==> src/rtl/axi_lite_regfile.sv <==
// Control/status register file behind the AXI-Lite slave's local bus.
// ID, CTRL, W1C STATUS, free-running CNT with compare, and scratch registers.
module axi_lite_regfile #(
    parameter int          ADDR_WIDTH  = 32,
    parameter int          DATA_WIDTH  = 32,
    parameter int          NUM_SCRATCH = 4,
    parameter logic [31:0] ID_VALUE    = 32'hA11E0001
) (
    input  logic                    aclk,
    input  logic                    areset,
    input  logic [ADDR_WIDTH-1:0]   user_wr_addr,
    input  logic [DATA_WIDTH-1:0]   user_wr_data,
    input  logic [DATA_WIDTH/8-1:0] user_wr_strb,
    input  logic                    user_wr_en,
    output logic [1:0]              user_wr_resp,
    input  logic [ADDR_WIDTH-1:0]   user_rd_addr,
    input  logic                    user_rd_en,
    output logic [DATA_WIDTH-1:0]   user_rd_data,
    output logic [1:0]              user_rd_resp,
    output logic                    ctrl_cnt_en,
    output logic                    irq
);

    typedef enum logic [2:0] {
        R_ID,
        R_CTRL,
        R_STAT,
        R_CNT,
        R_CMP,
        R_SCR,
        R_NONE
    } reg_sel_e;

    localparam logic [1:0] RESP_OKAY   = 2'b00;
    localparam logic [1:0] RESP_SLVERR = 2'b10;

    function automatic reg_sel_e decode(input logic [7:0] off);
        logic [5:0] word;
        word   = off[7:2];
        decode = R_NONE;
        if (off[1:0] == 2'b00) begin
            case (word)
                6'd0: decode = R_ID;
                6'd1: decode = R_CTRL;
                6'd2: decode = R_STAT;
                6'd3: decode = R_CNT;
                6'd4: decode = R_CMP;
                default: begin
                    if (word >= 6'd8 && int'(word) < 8 + NUM_SCRATCH) begin
                        decode = R_SCR;
                    end
                end
            endcase
        end
    endfunction

    logic [4:0]            ctrl_q;
    logic [1:0]            status_q;
    logic [31:0]           cnt_q;
    logic [31:0]           cmp_q;
    logic [DATA_WIDTH-1:0] scratch_q [NUM_SCRATCH];

    reg_sel_e              wr_sel;
    reg_sel_e              rd_sel;
    logic [5:0]            wr_idx;
    logic [5:0]            rd_idx;
    logic                  wr_err;
    logic                  wr_ok;
    logic [DATA_WIDTH-1:0] wr_mask;
    logic [DATA_WIDTH-1:0] ctrl_rd;
    logic [DATA_WIDTH-1:0] ctrl_merge;
    logic [DATA_WIDTH-1:0] cmp_merge;
    logic                  cnt_clr;
    logic                  cmp_hit;
    logic                  wrap;
    logic [1:0]            w1c;
    logic [1:0]            status_d;
    logic [31:0]           cnt_d;
    logic [DATA_WIDTH-1:0] rd_val;
    logic                  irq_d;

    logic unused_addr_bits;
    assign unused_addr_bits = ^{user_wr_addr[ADDR_WIDTH-1:8],
                                user_rd_addr[ADDR_WIDTH-1:8]};

    assign wr_sel = decode(user_wr_addr[7:0]);
    assign rd_sel = decode(user_rd_addr[7:0]);
    assign wr_idx = user_wr_addr[7:2] - 6'd8;
    assign rd_idx = user_rd_addr[7:2] - 6'd8;

    assign wr_err = (wr_sel == R_NONE) || (wr_sel == R_ID) ||
                    (wr_sel == R_CNT);
    assign wr_ok  = user_wr_en && !wr_err;

    always_comb begin
        wr_mask = '0;
        for (int i = 0; i < DATA_WIDTH / 8; i++) begin
            wr_mask[8*i +: 8] = {8{user_wr_strb[i]}};
        end
    end

    // cnt_clr is never stored, so bit 1 always reads back as zero
    assign ctrl_rd    = DATA_WIDTH'(ctrl_q);
    assign ctrl_merge = (ctrl_rd & ~wr_mask) | (user_wr_data & wr_mask);
    assign cmp_merge  = (cmp_q & ~wr_mask) | (user_wr_data & wr_mask);

    assign cnt_clr = wr_ok && (wr_sel == R_CTRL) &&
                     user_wr_strb[0] && user_wr_data[1];

    // Hardware events use the pre-write CTRL and CMP values
    assign cmp_hit = ctrl_q[0] && (cnt_q == cmp_q);
    assign wrap    = ctrl_q[0] && !cnt_clr && (cnt_q == 32'hFFFF_FFFF);

    always_comb begin
        cnt_d = cnt_q;
        if (cnt_clr) begin
            cnt_d = '0;
        end else if (ctrl_q[0]) begin
            cnt_d = cnt_q + 32'd1;
        end
    end

    assign w1c = (wr_ok && wr_sel == R_STAT && user_wr_strb[0]) ?
                 user_wr_data[1:0] : 2'b00;
    // Set after clear so a same-cycle hardware event wins
    assign status_d = (status_q & ~w1c) | {cmp_hit, wrap};

    assign irq_d = ctrl_q[2] && ((status_q[0] && ctrl_q[3]) ||
                                 (status_q[1] && ctrl_q[4]));

    always_comb begin
        rd_val = '0;
        case (rd_sel)
            R_ID:    rd_val = DATA_WIDTH'(ID_VALUE);
            R_CTRL:  rd_val = ctrl_rd;
            R_STAT:  rd_val = DATA_WIDTH'(status_q);
            R_CNT:   rd_val = DATA_WIDTH'(cnt_q);
            R_CMP:   rd_val = DATA_WIDTH'(cmp_q);
            R_SCR: begin
                for (int k = 0; k < NUM_SCRATCH; k++) begin
                    if (int'(rd_idx) == k) begin
                        rd_val = scratch_q[k];
                    end
                end
            end
            default: rd_val = '0;
        endcase
    end

    always_ff @(posedge aclk) begin
        if (areset) begin
            ctrl_q       <= '0;
            status_q     <= '0;
            cnt_q        <= '0;
            cmp_q        <= 32'hFFFF_FFFF;
            user_wr_resp <= RESP_OKAY;
            user_rd_resp <= RESP_OKAY;
            user_rd_data <= '0;
            irq          <= 1'b0;
            for (int k = 0; k < NUM_SCRATCH; k++) begin
                scratch_q[k] <= '0;
            end
        end else begin
            if (user_wr_en) begin
                user_wr_resp <= wr_err ? RESP_SLVERR : RESP_OKAY;
            end
            if (user_rd_en) begin
                if (rd_sel == R_NONE) begin
                    user_rd_data <= '0;
                    user_rd_resp <= RESP_SLVERR;
                end else begin
                    user_rd_data <= rd_val;
                    user_rd_resp <= RESP_OKAY;
                end
            end
            if (wr_ok && wr_sel == R_CTRL) begin
                ctrl_q <= ctrl_merge[4:0] & 5'b11101;
            end
            if (wr_ok && wr_sel == R_CMP) begin
                cmp_q <= cmp_merge[31:0];
            end
            for (int k = 0; k < NUM_SCRATCH; k++) begin
                if (wr_ok && wr_sel == R_SCR && int'(wr_idx) == k) begin
                    scratch_q[k] <= (scratch_q[k] & ~wr_mask) |
                                    (user_wr_data & wr_mask);
                end
            end
            cnt_q    <= cnt_d;
            status_q <= status_d;
            irq      <= irq_d;
        end
    end

    assign ctrl_cnt_en = ctrl_q[0];

endmodule

==> config.mk <==
export PLATFORM = sky130hd
export DESIGN_NAME = axi_lite_regfile
export DESIGN_NICKNAME = d
export VERILOG_FILES = /design/src/rtl/axi_lite_regfile.sv
export SDC_FILE = /design/constraint.sdc
export NUM_CORES = 1
export LEC_CHECK = 0
export ABC_CLOCK_PERIOD_IN_PS = 5850
export BUFFER_PORTS_ARGS = -buffer_cell sky130_fd_sc_hd__buf_2
export CAP_MARGIN = 20
export CORE_AREA = 2 2 181 112
export DETAILED_ROUTE_END_ITERATION = 8
export DIE_AREA = 0 0 183 114
export PLACE_DENSITY_LB_ADDON = 0.15
export SLEW_MARGIN = 20
export SYNTH_ARGS = -nofsm -noshare
export SYNTH_HDL_FRONTEND = slang
export SYNTH_SLANG_ARGS = --single-unit
==> constraint.sdc <==
create_clock -name aclk -period 5.85 [get_ports aclk]
set_input_delay 0.585 -clock aclk [delete_from_list [all_inputs] [get_ports aclk]]
set_output_delay 0.585 -clock aclk [all_outputs]
set_load 0.03 [all_outputs]
Word level (Yosys, flattened, before mapping) --
Memory sizes are Yosys's and may differ from the RTL's. Index checks and enable logic that the tools add are counted.
Word-level totals: input bits 104, memories kept 1, RAM bits 128, output and inout bits 38, register bits 107
Cells by class: $lt $le $gt $ge 4, reduce and logical (&&, ||, !) cells 34, eq/ne operators 28, $add $sub $neg 3, bitwise operators 21, mux-type cells 33
Memories:
- scratch_q | depth 4, width 32, rd ports 4, clocked after memory_dff 0, wr ports 4, line 61 | logic [DATA_WIDTH-1:0] scratch_q [NUM_SCRATCH];
Operator list (number):
- 32-bit 2-to-1 mux | 9
- 32-bit bitwise AND | 6
- 32-bit one-hot mux with 6 select lines | 1
- 32-bit OR | 5
- 6-bit by 2-bit equality test with 1-bit output, second input constant | 6
- 6-bit by 3-bit equality test with 1-bit output, second input constant | 6
- 32-bit by 1-bit adder with 32-bit output, second input constant | 1
- 32-bit equality test | 1
- 32-bit equality test, second input constant | 1
- 32-bit NOT | 1
- 3-bit one-hot mux with 5 select lines | 2
- 6-bit zero test | 4
- 1-bit logical AND | 20
- 3-bit equality test, second input constant | 6
- 1-bit 2-to-1 mux | 14
- 3-bit by 2-bit equality test with 1-bit output, second input constant | 4
- 6-bit by 1-bit equality test with 1-bit output, second input constant | 2
- 6-bit by 4-bit >= comparator with 1-bit output, second input constant | 2
- 6-bit by 4-bit < comparator with 1-bit output, second input constant | 2
- 6-bit by 4-bit subtractor with 6-bit output, second input constant | 2
- 2-bit 2-to-1 mux | 5
- 3-bit by 1-bit equality test with 1-bit output, second input constant | 2
- 3-bit zero test | 2
- 3-bit 2-to-1 mux | 2
- other kinds (10) | 17

Depth between registers and ports, before layout --
Gate-level depths: netlist (run 1).
depth in word-level cells 17, gate-level depth with buffers 8

Least setup slack after synthesis (run 1) --
No wires, ideal clock.
path type input -> register, from input port user_wr_addr[4], to memory scratch_q[0][0], enable pin, path slack 3.346 ns, arrival time 2.115 ns, library setup time 0.389 ns, required time 5.461 ns, buffers on the path 0, stages 4, cell sequence or3_1 -> nor3_1 -> nand2_1 -> nand2_1
RTL lines:
- start, declared | line 11 | input logic [ADDR_WIDTH-1:0] user_wr_addr,
- end, declared | line 61

Worst setup path in the final report (run 1) --
from input port user_rd_addr[3], to register user_rd_data[15]
On the way: longest elaborated chain between the ends 8
Ends and longest elaborated chain:
- start, declared | line 16 | input logic [ADDR_WIDTH-1:0] user_rd_addr,
- 6-bit by 4-bit >= comparator with 1-bit output (tied with other cells) | line 49 | if (word >= 6'd8 && int'(word) < 8 + NUM_SCRATCH) begin
- 1-bit logical AND / 6-bit zero test (equally long branches) | line 49, 141
- 2-bit 2-to-1 mux / 32-bit 2-to-1 mux (equally long branches) | line 49, 141
- 3-bit one-hot mux with 5 select lines / 32-bit 2-to-1 mux (equally long branches) | line 42, 141
- 3-bit 2-to-1 mux / 32-bit 2-to-1 mux (equally long branches) | line 41, 141
- 3-bit equality test (tied with other cells) | line 133 | case (rd_sel)
- 32-bit one-hot mux with 6 select lines | line 133
- 32-bit 2-to-1 mux (*) | line 168 | if (rd_sel == R_NONE) begin
- end signal, assigned | line 172 | user_rd_data <= rd_val;
- end, declared | line 18 | output logic [DATA_WIDTH-1:0] user_rd_data,
Every way passes the cells marked *; elsewhere a longest branch is shown, timed or not. A chain may end at the register's enable or synchronous reset.

==> results of run 1 <==
worst reg2reg max path: stages, from the launching register on:
cell and delay [ns]:
dfxtp_1 0.63, nand4_2 0.27, or4_1 0.84, or4_1 0.61, a21oi_1 0.14
worst paths after layout:
kind                                        from                to  slack [ns]  depth (start not counted)
worst max-delay path             user_rd_addr[3]  user_rd_data[15]        3.04                          6
worst min-delay path                  user_wr_en   user_wr_resp[1]        0.33                          2
worst max register to register          register         cnt_q[25]        3.27                          4
worst min register to register  user_rd_data[16]  user_rd_data[16]        0.46                          1
metal layers:
| metal | track usage | vias to the layer above | routed length [um] |
|---|---|---|---|
| met4 | 0.1056 | 2 | 1141 |
| li1 | - | 4311 | - |
| met3 | 0.08078 | 75 | 3721 |
| met1 | 0.4777 | 4537 | 14410 |
| met5 | 0 | - | 13 |
| met2 | 0.4621 | 505 | 13920 |
synthesized netlist by cell type, types with 3 or more instances:
library cell	instances	area (sq um)
a21oi_1	151	755.7
nand2b_1	131	819.5
edfxtp_1	128	3844
dfxtp_1	105	2102
clkbuf_1	62	232.7
nand2_1	58	217.7
nand3_1	58	290.3
inv_1	45	168.9
o211ai_1	40	300.3
xor2_1	33	289.0
mux4_2	32	720.7
a221o_1	22	220.2
nor2_1	22	82.58
and2_1	21	131.4
buf_2	20	100.1
nand4_1	19	118.9
or4_1	17	127.6
a32o_1	16	160.2
o31ai_1	16	120.1
a22o_1	14	122.6
nor4_1	14	87.58
mux2i_1	9	90.09
xnor2_1	9	78.83
and2_0	7	43.79
nor3_1	7	35.03
nor2b_1	6	37.54
or3_1	6	37.54
buf_4	5	37.54
buf_6	5	56.30
and3_1	3	18.77
ha_1	3	37.54
o21ai_0	3	15.01
o21ai_1	3	15.01
per-stage QoR:
stage	area, sq um	power [mW]	setup slack, ns
detailed placement	12400	2.046	2.577
finish	13110	3.423	3.043
floorplan	11920	1.952	3.346
global placement	12400	2.042	2.633
CTS	13100	3.434	3.098
global route	13110	3.524	3.012
final cells by class:
| type | instances | area (sq um) | area share |
|---|---|---|---|
| clock buffers | 38 | 683.2 | 0.05212 |
| multi-input cells | 762 | 5409 | 0.4127 |
| well taps | 252 | 315.3 | 0.02405 |
| inverters | 46 | 172.7 | 0.01317 |
| repair buffers | 106 | 568.0 | 0.04334 |
| clock inverters | 3 | 13.76 | 0.001050 |
| flip-flops and latches | 233 | 5946 | 0.4536 |
layout by cell type (no fill, tap or decap), types with 3 or more instances in the layout:
| cell type | Yosys | layout |
|---|---|---|
| clkbuf_1 | 62 | 11 |
| buf_4 | 5 | 15 |
| clkbuf_16 | 0 | 24 |
| or3_1 | 6 | 6 |
| clkbuf_8 | 0 | 3 |
| and2_0 | 7 | 7 |
| mux2i_1 | 9 | 9 |
| nor4_1 | 14 | 13 |
| nor2_1 | 22 | 21 |
| mux4_2 | 32 | 32 |
| xor2_1 | 33 | 33 |
| nand2b_1 | 131 | 131 |
| ha_1 | 3 | 3 |
| nand4_1 | 19 | 19 |
| a21oi_1 | 151 | 150 |
| nand3_1 | 58 | 58 |
| o31ai_1 | 16 | 16 |
| nand2_2 | 0 | 3 |
| xnor2_1 | 9 | 9 |
| a22o_1 | 14 | 14 |
| or4_1 | 17 | 17 |
| buf_2 | 20 | 91 |
| nand2_1 | 58 | 55 |
| o21ai_1 | 3 | 3 |
| a32o_1 | 16 | 16 |
| nor2b_1 | 6 | 6 |
| and2_1 | 21 | 21 |
| dfxtp_1 | 105 | 105 |
| nor3_1 | 7 | 7 |
| inv_1 | 45 | 45 |
| o211ai_1 | 40 | 40 |
| and3_1 | 3 | 3 |
| a221o_1 | 22 | 22 |
| edfxtp_1 | 128 | 128 |
| o21ai_0 | 3 | 3 |
where the power goes:
group	switching (mW)	internal [mW]	leakage, nW
logic	0.157	0.0878	2.32
clock network	0.614	0.794	0.340
registers	0.0176	1.75	2.17
total	0.788	2.64	4.82
logic make-up after synthesis:
kind of cell             share of synthesized area
AND/OR/NAND/NOR                             0.1908
AO/OA/AOI/OAI                               0.1549
flip-flops                                  0.4990
buffers and inverters                      0.05103
multiplexers                               0.06994
XOR/XNOR                                   0.03087
adder cells (fa/ha/maj)                   0.003151
other                                    0.0003147
==> flow_summary.rst, run 1 <==
.. list-table::
   :header-rows: 1

   * - Metric
     - Value
   * - Most common flop cell mapped by yosys
     - edfxtp_1
   * - Kind of path behind the tightest hold check
     - primary input to register
   * - Total number of H-tree levels
     - 1
   * - Number of inserted filler cells in the final layout
     - ~1.5k
   * - Final critical delay including setup and external delays
     - 2.807 ns
   * - Number of max-cap violations
     - 0
   * - Share of the clock period used by the worst path
     - 0.4798
   * - Worst Path Required
     - 6.30 ns
   * - Initial standard-cell utilization of the core
     - 0.6136
   * - Via count of the first global-routing pass
     - 8,830
   * - Count of cell types in the netlist
     - 68
   * - Port Buf Inserts
     - 91
   * - Setup violators final
     - 0
   * - Count of non-filler cells in the finished layout
     - 1,440
   * - Weighted congestion reported at the end of routability-driven placement
     - between 0.9 and 1
   * - Critical Path Source Type
     - primary input
   * - Core area
     - 19,420 sq um
   * - GRT Util Overall
     - 0.3215
   * - Floorplan die height
     - 114 um
   * - # Post-CTS Setup Buffers
     - 0
   * - Warnings from Yosys
     - 0
   * - Via count
     - 9,430
   * - Diode count
     - 0
   * - Total of cells resized after clock tree synthesis
     - 0
   * - WL final
     - 33,200 um
   * - Final hold violation count
     - 0
   * - Share of the core filled with cells
     - 0.6750
   * - Data arrival at the endpoint of the critical path
     - 3.26 ns
   * - CTS max path bufs
     - 3
   * - Classification of the worst setup path
     - primary input to register
   * - Post-detail-place hpwl
     - 21,260 um
   * - Clk slew on worst S/H paths
     - 0.06 ns
   * - Worst path top cell family by delay
     - simple AND/OR/NAND/NOR gates
   * - Area enclosed by the die boundary
     - ~21,000 sq um
   * - Proportion of layout cells with a drive suffix above 1
     - 0.1566
   * - Remaining max-slew budget at the tightest pin
     - 0.2890
   * - Average wire per cell in the routed design
     - 23.06 um
   * - Transition time at the pin with the least slew margin
     - 1.064 ns
   * - Synth async-reset ratio
     - 0
   * - Leakage component of the power
     - 4.823 nW
   * - Critical path peak fanout
     - 28
   * - Count of mapped cells out of synthesis
     - 1,134
   * - Congestion Overflow GR
     - 0
   * - Sort of element at the end of the critical path
     - register
   * - Via density
     - 6.549
   * - Iter 0 DRT Violations
     - 1,193
   * - Number of enable flip-flop cells after synthesis
     - between 100 and 150
   * - Total of flip-flops plus latches after synthesis
     - 233
   * - # rows
     - 40
   * - Clock latency on the worst-skew pair
     - 0.51 ns
   * - Average instance area after synthesis
     - 10.51 sq um
   * - Placed cells
     - 1,399
   * - Cell chosen for the clock root
     - clkbuf_16
   * - Global-route wire length before repair
     - 51,070 um
   * - I/O pin count
     - 142
   * - Clock tree from TritonCTS
     - built
   * - Hold buffers post-CTS
     - 0
   * - Status
     - completed
   * - Post-synthesis instance area
     - 11,920 sq um
   * - DRC errors left
     - 0
   * - Max frequency
     - approximately 360 MHz
   * - Total buffers and inverters traversed by the critical path
     - 2
   * - Cell area power density
     - 261.2 nW/um^2
   * - Maximum number of pins on one net before global-route repair
     - 52
   * - Total negative setup slack
     - 0 ns
   * - Die Width
     - 183 um
   * - First drt pass iteration count
     - 5
   * - Sequential area share after synthesis
     - 0.4990
   * - Cell with the biggest individual delay on the critical path
     - and2_1
   * - Number of nets in the layout
     - between 1k and 1.5k
   * - Number of antenna violations at the first check in global routing
     - 1
   * - Slowest stage delay, CP
     - 0.83 ns
   * - Worst ir drop on vdd
     - 0.2408 mV
   * - Sequence of cells on the critical path
     - buf_2, buf_4, and2_1, and2_1, a221o_1, a32o_1
   * - P&R area growth vs syn
     - 10.01%
   * - Num CTS Buffers
     - 23
   * - Most frequent cell on the critical path
     - and2_1
   * - RSZ-0062 raised after global routing
     - no
   * - Final ANT Viol Nets
     - 0
   * - Skew final
     - 0.01103 ns
   * - Post-route worst hold slack
     - 0.3328 ns
   * - Clock sink total
     - roughly 230
   * - Number of slew-limit violations in the final report
     - 0
Note: power is estimated with default switching activity, not from simulation.
==> run 2: changes to the inputs <==
--- a/config.mk
+++ b/config.mk
@@ -5,12 +5,12 @@
 export SDC_FILE = /design/constraint.sdc
 export NUM_CORES = 1
 export LEC_CHECK = 0
-export ABC_CLOCK_PERIOD_IN_PS = 5850
+export ABC_CLOCK_PERIOD_IN_PS = 2800
 export BUFFER_PORTS_ARGS = -buffer_cell sky130_fd_sc_hd__buf_2
 export CAP_MARGIN = 20
-export CORE_AREA = 2 2 181 112
+export CORE_AREA = 2 2 187 116
 export DETAILED_ROUTE_END_ITERATION = 8
-export DIE_AREA = 0 0 183 114
+export DIE_AREA = 0 0 189 118
 export PLACE_DENSITY_LB_ADDON = 0.15
 export SLEW_MARGIN = 20
 export SYNTH_ARGS = -nofsm -noshare
==> constraint.sdc (replaced) <==
create_clock -name aclk -period 2.8 [get_ports aclk]
set_input_delay 0.28 -clock aclk [delete_from_list [all_inputs] [get_ports aclk]]
set_output_delay 0.28 -clock aclk [all_outputs]
set_load 0.03 [all_outputs]
==> flow_summary.rst, run 2 (synthesized netlist as in run 1, its figures left out) <==
.. list-table::
   :header-rows: 1

   * - Metric
     - Value
   * - Post-detail-place hpwl
     - 22,050 um (+3.7%)
   * - Status
     - completed
   * - Weighted congestion reported at the end of routability-driven placement
     - 0.9311 (+0.97%)
   * - Via density
     - 6.431 (-1.8%)
   * - # rows
     - 41 (+2.5%)
   * - Clock latency on the worst-skew pair
     - 0.52 ns (about the same)
   * - Final ANT Viol Nets
     - 0 (unchanged)
   * - Number of slew-limit violations in the final report
     - 0 (unchanged)
   * - P&R area growth vs syn
     - 12.29%
   * - Kind of path behind the tightest hold check
     - primary input to register
   * - I/O pin count
     - 142 (unchanged)
   * - Worst R2R Start
     - cnt_q[12]
   * - Total of cells resized after clock tree synthesis
     - 0 (unchanged)
   * - GRT Util Overall
     - 0.3036 (-0.01782)
   * - Maximum number of pins on one net before global-route repair
     - 52 (unchanged)
   * - Total negative setup slack
     - 0 ns (unchanged)
   * - Share of the clock period used by the worst path
     - 0.8773
   * - Worst R2R End
     - cnt_q[27]
   * - Proportion of layout cells with a drive suffix above 1
     - 0.1686 (+0.01203)
   * - Num CTS Buffers
     - 23 (unchanged)
   * - Total cell area at the placement stage
     - 12,650 sq um (+2.0%)
   * - Iter 0 DRT Violations
     - 1,124 (-5.8%)
   * - Floorplan die height
     - 118 um (+3.5%)
   * - Placed cells
     - 1,446 (+3.4%)
   * - Worst ir drop on vdd
     - 0.3885 mV (+61%)
   * - RSZ-0062 raised after global routing
     - no
   * - Leading cell types in the layout, fill and taps excluded
     - 150 x a21oi_1, 131 x nand2b_1, 128 x edfxtp_1
   * - Number of nets in the layout
     - 1,300 (+1.6%)
   * - Skew final
     - 0.01081 ns (-0.0002198 ns)
   * - Number of max-cap violations
     - 0 (unchanged)
   * - Via count
     - 9,576 (+1.5%)
   * - Most common library cell in the layout ignoring fill and taps
     - a21oi_1
   * - Number of antenna violations at the first check in global routing
     - 0 (-1)
   * - Critical path peak fanout
     - 17 (-39%)
   * - Congestion Overflow GR
     - 0 (unchanged)
   * - Design internal power
     - 5.563 mW (+110%)
   * - Diode count
     - 0 (unchanged)
   * - Transition time at the pin with the least slew margin
     - 0.9776 ns (-0.08636 ns)
   * - Total number of H-tree levels
     - 1 (unchanged)
   * - Hold_sp
     - user_wr_data[27]
   * - Sort of element at the end of the critical path
     - register
   * - Share of power burned in combinational logic
     - 0.073 (+0.002)
   * - Max frequency
     - 407.1 MHz
   * - Seq pwr share
     - 0.509 (-0.008)
   * - Global-route wire length before repair
     - 52,700 um (+3.2%)
   * - Instance count along the most critical hold path
     - 3 (+1)
   * - DRC errors left
     - 0 (unchanged)
   * - Cell area power density
     - 543.4 nW/um^2 (+110%)
   * - Port Buf Inserts
     - 91 (unchanged)
   * - Final hold violation count
     - 0 (unchanged)
   * - Core area
     - 20,570 sq um (+5.9%)
   * - Clk slew on worst S/H paths
     - 0.07 ns (about the same)
   * - Clock sink total
     - 233 (unchanged)
   * - Power spent charging and discharging nets
     - 1.707 mW (+120%)
   * - WL final
     - 33,590 um (+1.2%)
   * - Worst r2r path cells
     - 4 (unchanged)
   * - Area enclosed by the die boundary
     - 22,300 sq um (+6.9%)
   * - Data arrival at the endpoint of the critical path
     - 2.90 ns (-0.36 ns)
   * - Via count of the first global-routing pass
     - 9,071 (+2.7%)
   * - Final critical delay including setup and external delays
     - 2.457 ns
   * - FF-to-FF setup slack
     - 0.34 ns (-2.93 ns)
   * - Worst Path Required
     - 3.24 ns (-3.06 ns)
   * - Average wire per cell in the routed design
     - 22.56 um (-2.2%)
   * - Clock tree from TritonCTS
     - built
   * - Cell chosen for the clock root
     - clkbuf_16
   * - First drt pass iteration count
     - 5 (unchanged)
   * - Critical Path Source Type
     - register
   * - Classification of the worst setup path
     - register to register
   * - Initial standard-cell utilization of the core
     - 0.5792 (-0.03437)
   * - Fraction of power consumed by the clock network
     - 0.418 (+0.007)
   * - CTS max path bufs
     - 3 (unchanged)
   * - Summed area of non-filler cells in the final layout
     - 13,380 sq um (+2.1%)
   * - Switching share of power
     - 0.2348 (+0.004597)
   * - Die Width
     - 189 um (+3.3%)
   * - Count of non-filler cells in the finished layout
     - 1,489 (+3.4%)
   * - Leakage component of the power
     - 4.952 nW (+2.7%)
   * - Remaining max-slew budget at the tightest pin
     - 0.3483 (+0.05929)
   * - Setup violators final
     - 0 (unchanged)
==> run 2: cell count changes in the layout (fill, tap and decap cells not counted), sizes merged <==
cell         before  now
buf             106  126
clkinvlp          0    1
bufinv            0    2
clkinv            4   10
dlygate4sd3       0    1
clkbuf           38   28
inv              45   47
==> run 2: what timing repair did <==
item / CTS / global route
buffers inserted: 0 / 0
hold buffers: 1 / 0
hold endpoints to repair: 1 / 0
endpoints found under the setup margin: 0 / 0
==> run 2: how the worst max path moves through the flow <==
stage                   start   endpoint  slack, ns  depth (start not counted)
finish              cnt_q[12]  cnt_q[27]       0.34                          4
global route        cnt_q[12]  cnt_q[27]       0.25                          4
CTS                 cnt_q[12]  cnt_q[27]       0.43                          4
detailed placement  cnt_q[12]  cnt_q[27]       0.44                          4
global placement    cnt_q[12]  cnt_q[27]       0.52                          4
floorplan            register  cnt_q[22]       0.59                          7
==> run 2: per-stage QoR <==
stage | total power [mW] | setup slack, ns | hold slack [ns] | util
2_1_floorplan | 4.079 | 0.5950 | 0.3887 | -
3_3_place_gp | 4.287 | 0.5222 | 0.4471 | 0.6151
3_5_place_dp | 4.294 | 0.4430 | 0.4500 | 0.6151
4_1_cts | 7.298 | 0.4254 | 0.01760 | 0.6504
5_1_grt | 7.468 | 0.2547 | 0.06055 | 0.6504
6_report | 7.270 | 0.3435 | 0.04315 | 0.6504
==> run 2: final cells by class <==
class / count / area (sq um)
Fill cell: 1672 / 7192
Sequential cell: 233 / 5946
Multi-Input combinational cell: 762 / 5393
Timing Repair Buffer: 127 / 803.3
Clock buffer: 28 / 594.3
Tap cell: 279 / 349.1
Inverter: 46 / 172.7
Clock inverter: 14 / 121.4
==> run 2: routing by layer <==
metal  part of all wire  GRT usage  vias up
met5                  0          0        -
met1               0.44     0.4506     4664
met2               0.43     0.4515      500
met3              0.099    0.05635       64
met4              0.029    0.09229        0
li1                   -          -     4348
==> run 2: power by group through the flow <==
| stage | Sequential (mW) | Clock [mW] | Combinational (mW) |
|---|---|---|---|
| CTS | 3.70 | 3.07 | 0.526 |
| floorplan | 3.77 | 0 | 0.312 |
| global placement | 3.77 | 0 | 0.517 |
| detailed placement | 3.77 | 0 | 0.521 |
| finish | 3.70 | 3.04 | 0.531 |
| global route | 3.71 | 3.20 | 0.566 |
==> run 2: worst max-delay path, stage by stage (launching register included) <==
cell and delay [ns]:
dfxtp_1 0.56, nand4_4 0.20, or4_1 0.86, or4_1 0.58, a21oi_1 0.17
==> run 3: changes to the inputs <==
--- a/config.mk
+++ b/config.mk
@@ -5,12 +5,12 @@
 export SDC_FILE = /design/constraint.sdc
 export NUM_CORES = 1
 export LEC_CHECK = 0
-export ABC_CLOCK_PERIOD_IN_PS = 2800
+export ABC_CLOCK_PERIOD_IN_PS = 2790
 export BUFFER_PORTS_ARGS = -buffer_cell sky130_fd_sc_hd__buf_2
 export CAP_MARGIN = 20
-export CORE_AREA = 2 2 187 116
+export CORE_AREA = 2 2 218 134
 export DETAILED_ROUTE_END_ITERATION = 8
-export DIE_AREA = 0 0 189 118
+export DIE_AREA = 0 0 220 136
 export PLACE_DENSITY_LB_ADDON = 0.15
 export SLEW_MARGIN = 20
 export SYNTH_ARGS = -nofsm -noshare
==> constraint.sdc (replaced) <==
create_clock -name aclk -period 2.79 [get_ports aclk]
set_input_delay 0.279 -clock aclk [delete_from_list [all_inputs] [get_ports aclk]]
set_output_delay 0.279 -clock aclk [all_outputs]
set_load 0.03 [all_outputs]
==> flow_summary.rst, run 3 (synthesized netlist as in run 1, its figures left out) <==
.. list-table::
   :header-rows: 1

   * - Metric
     - Value
   * - Status
     - completed
   * - Data arrival at the endpoint of the critical path
     - 2.83 ns (-0.07 ns)
   * - Worst Path Required
     - 3.25 ns (about the same)
   * - Total of cells resized after clock tree synthesis
     - 0 (unchanged)
   * - Instance count along the most critical hold path
     - 3 (unchanged)
   * - Final ANT Viol Nets
     - 0 (unchanged)
   * - Via density
     - 5.783 (-10%)
   * - Number of nets in the layout
     - 1,302 (+0.15%)
   * - Number of antenna violations at the first check in global routing
     - 0 (unchanged)
   * - Floorplan die height
     - 136 um (+15%)
   * - Clock latency on the worst-skew pair
     - 0.55 ns (+0.03 ns)
   * - Weighted congestion reported at the end of routability-driven placement
     - 0.8881 (-4.6%)
   * - Final critical delay including setup and external delays
     - 2.362 ns (-0.09426 ns)
   * - Total number of H-tree levels
     - 1 (unchanged)
   * - Die Width
     - 220 um (+16%)
   * - Number of max-cap violations
     - 0 (unchanged)
   * - Num CTS Buffers
     - 25 (+8.7%)
   * - Slowest stage delay, CP
     - 0.84 ns (-0.02 ns)
   * - Total buffers and inverters traversed by the critical path
     - 0 (unchanged)
   * - Iter 0 DRT Violations
     - 972 (-14%)
   * - Most frequent cell on the critical path
     - or4_1
   * - Worst ir drop on vdd
     - 0.3023 mV (-22%)
   * - RSZ-0062 raised after global routing
     - no
   * - Worst R2R Start
     - cnt_q[13]
   * - Worst r2r path cells
     - 4 (unchanged)
   * - Kind of path behind the tightest hold check
     - primary input to register
   * - Setup violators final
     - 0 (unchanged)
   * - Via count of the first global-routing pass
     - 8,584 (-5.4%)
   * - I/O pin count
     - 142 (unchanged)
   * - Core area
     - 28,110 sq um (+37%)
   * - GRT Util Overall
     - 0.2381 (-0.06558)
   * - DRC errors left
     - 0 (unchanged)
   * - Cell depth of the worst setup path
     - 4 (unchanged)
   * - Remaining max-slew budget at the tightest pin
     - 0.3242 (-0.02407)
   * - Critical path peak fanout
     - 17 (unchanged)
   * - Transition time at the pin with the least slew margin
     - 1.014 ns (+0.03610 ns)
   * - Share of the clock period used by the worst path
     - 0.8467 (-0.03064)
   * - Most common library cell in the layout ignoring fill and taps
     - a21oi_1
   * - Critical Path Source Type
     - register
   * - FF-to-FF setup slack
     - 0.43 ns (+0.08 ns)
   * - CTS max path bufs
     - 3 (unchanged)
   * - Global-route wire length before repair
     - 53,760 um (+2.0%)
   * - Maximum number of pins on one net before global-route repair
     - 50 (-3.8%)
   * - Skew final
     - 0.02117 ns (+0.01036 ns)
   * - Leading cell types in the layout, fill and taps excluded
     - 150 x a21oi_1, 131 x nand2b_1, 128 x edfxtp_1
   * - Congestion Overflow GR
     - 0 (unchanged)
   * - # Post-CTS Setup Buffers
     - 0 (unchanged)
   * - Max frequency
     - 423.3 MHz (+4.0%)
   * - Worst path top cell family by delay
     - simple AND/OR/NAND/NOR gates
   * - Total negative setup slack
     - 0 ns (unchanged)
   * - P&R area growth vs syn
     - 14.26%
   * - Clk slew on worst S/H paths
     - 0.06 ns (about the same)
   * - Area enclosed by the die boundary
     - 29,920 sq um (+34%)
   * - Cell area power density
     - 564.6 nW/um^2 (+3.9%)
   * - Initial standard-cell utilization of the core
     - 0.4239 (-0.1553)
   * - Proportion of layout cells with a drive suffix above 1
     - 0.1763 (+0.007682)
   * - Sequence of cells on the critical path
     - nand4_4, or4_1, or4_1, a21oi_1
   * - Final hold violation count
     - 0 (unchanged)
   * - Count of non-filler cells in the finished layout
     - 1,589 (+6.7%)
   * - Clock sink total
     - 233 (unchanged)
   * - Placed cells
     - 1,542 (+6.6%)
   * - Cell chosen for the clock root
     - clkbuf_16
   * - Worst R2R End
     - cnt_q[27]
   * - Power Total
     - 7.687 mW (+5.7%)
   * - First drt pass iteration count
     - 5 (unchanged)
   * - Via count
     - 9,189 (-4.0%)
   * - Clock tree from TritonCTS
     - built
   * - # rows
     - 48 (+17%)
   * - Post-detail-place hpwl
     - 23,400 um (+6.1%)
   * - Number of slew-limit violations in the final report
     - 0 (unchanged)
   * - WL final
     - 35,300 um (+5.1%)
   * - PnR worst setup slack
     - 0.4277 ns (+0.08426 ns)
   * - Diode count
     - 0 (unchanged)
   * - Cell with the biggest individual delay on the critical path
     - or4_1
   * - Leakage component of the power
     - 5.008 nW (+1.1%)
   * - Sort of element at the end of the critical path
     - register
   * - Average wire per cell in the routed design
     - 22.22 um (-1.5%)
   * - Port Buf Inserts
     - 91 (unchanged)
   * - Worst slack, placed
     - 0.4194 ns (-0.02362 ns)
   * - Hold_sp
     - user_wr_data[28]
   * - Classification of the worst setup path
     - register to register
[run 3: cell count changes in the layout (fill, tap and decap cells not counted)]
cell and delta:
clkinv_2 +3, clkinvlp_4 +2, inv_6 -1, clkinv_1 -6, clkbuf_16 +3, clkbuf_8 +3
[run 3: worst reg2reg max path, stage by stage, from the launching register on]
cell and delay (ns):
dfxtp_1 0.52, nand4_4 0.20, or4_1 0.84, or4_1 0.57, a21oi_1 0.15
[run 3: how the worst max path moves through the flow]
stage	from	to	slack, ns
floorplan	register	cnt_q[22]	0.58
finish	cnt_q[13]	cnt_q[27]	0.43
detailed placement	user_wr_addr[4]	scratch_q[1][29]	0.42
global route	cnt_q[13]	cnt_q[29]	0.27
CTS	cnt_q[13]	cnt_q[28]	0.45
global placement	user_rd_addr[2]	user_rd_data[23]	0.49
[run 3: timing repair]
action | 4_1_cts | 5_1_grt
hold buffers | 1 | 0
endpoints found under the setup margin | 0 | 0
endpoints found under the hold margin | 1 | 0
[run 3: layout make-up]
class,instances,area (sq um)
timing repair buffer,127,803.3
fill,2597,14490
clock inverter,12,120.1
multi-input combinational,762,5393
inverter,46,172.7
sequential,233,5946
clock buffer,34,710.7
tap,375,469.2
[run 3: power breakdown]
part,internal [mW],total (mW),switching [mW]
Sequential,3.68,3.71,0.0360
Combinational,0.203,0.542,0.339
Clock,1.97,3.43,1.46
[run 3: layer usage]
| metal | global-route usage | up-vias | part of all wire |
|---|---|---|---|
| met5 | 0 | - | 0 |
| met4 | 0.03579 | 0 | 0.014 |
| met3 | 0.03915 | 42 | 0.059 |
| met2 | 0.3623 | 318 | 0.44 |
| met1 | 0.3615 | 4474 | 0.49 |
| li1 | - | 4355 | - |
[run 3: stage by stage]
step | util | instance area [sq um] | hold WS [ns]
floorplan | - | 11920 | 0.3877
global placement | 0.4545 | 12770 | 0.4481
detailed placement | 0.4545 | 12770 | 0.4493
CTS | 0.4844 | 13610 | 0.007275
global route | 0.4844 | 13610 | 0.03096
finish | 0.4844 | 13610 | 0.02066
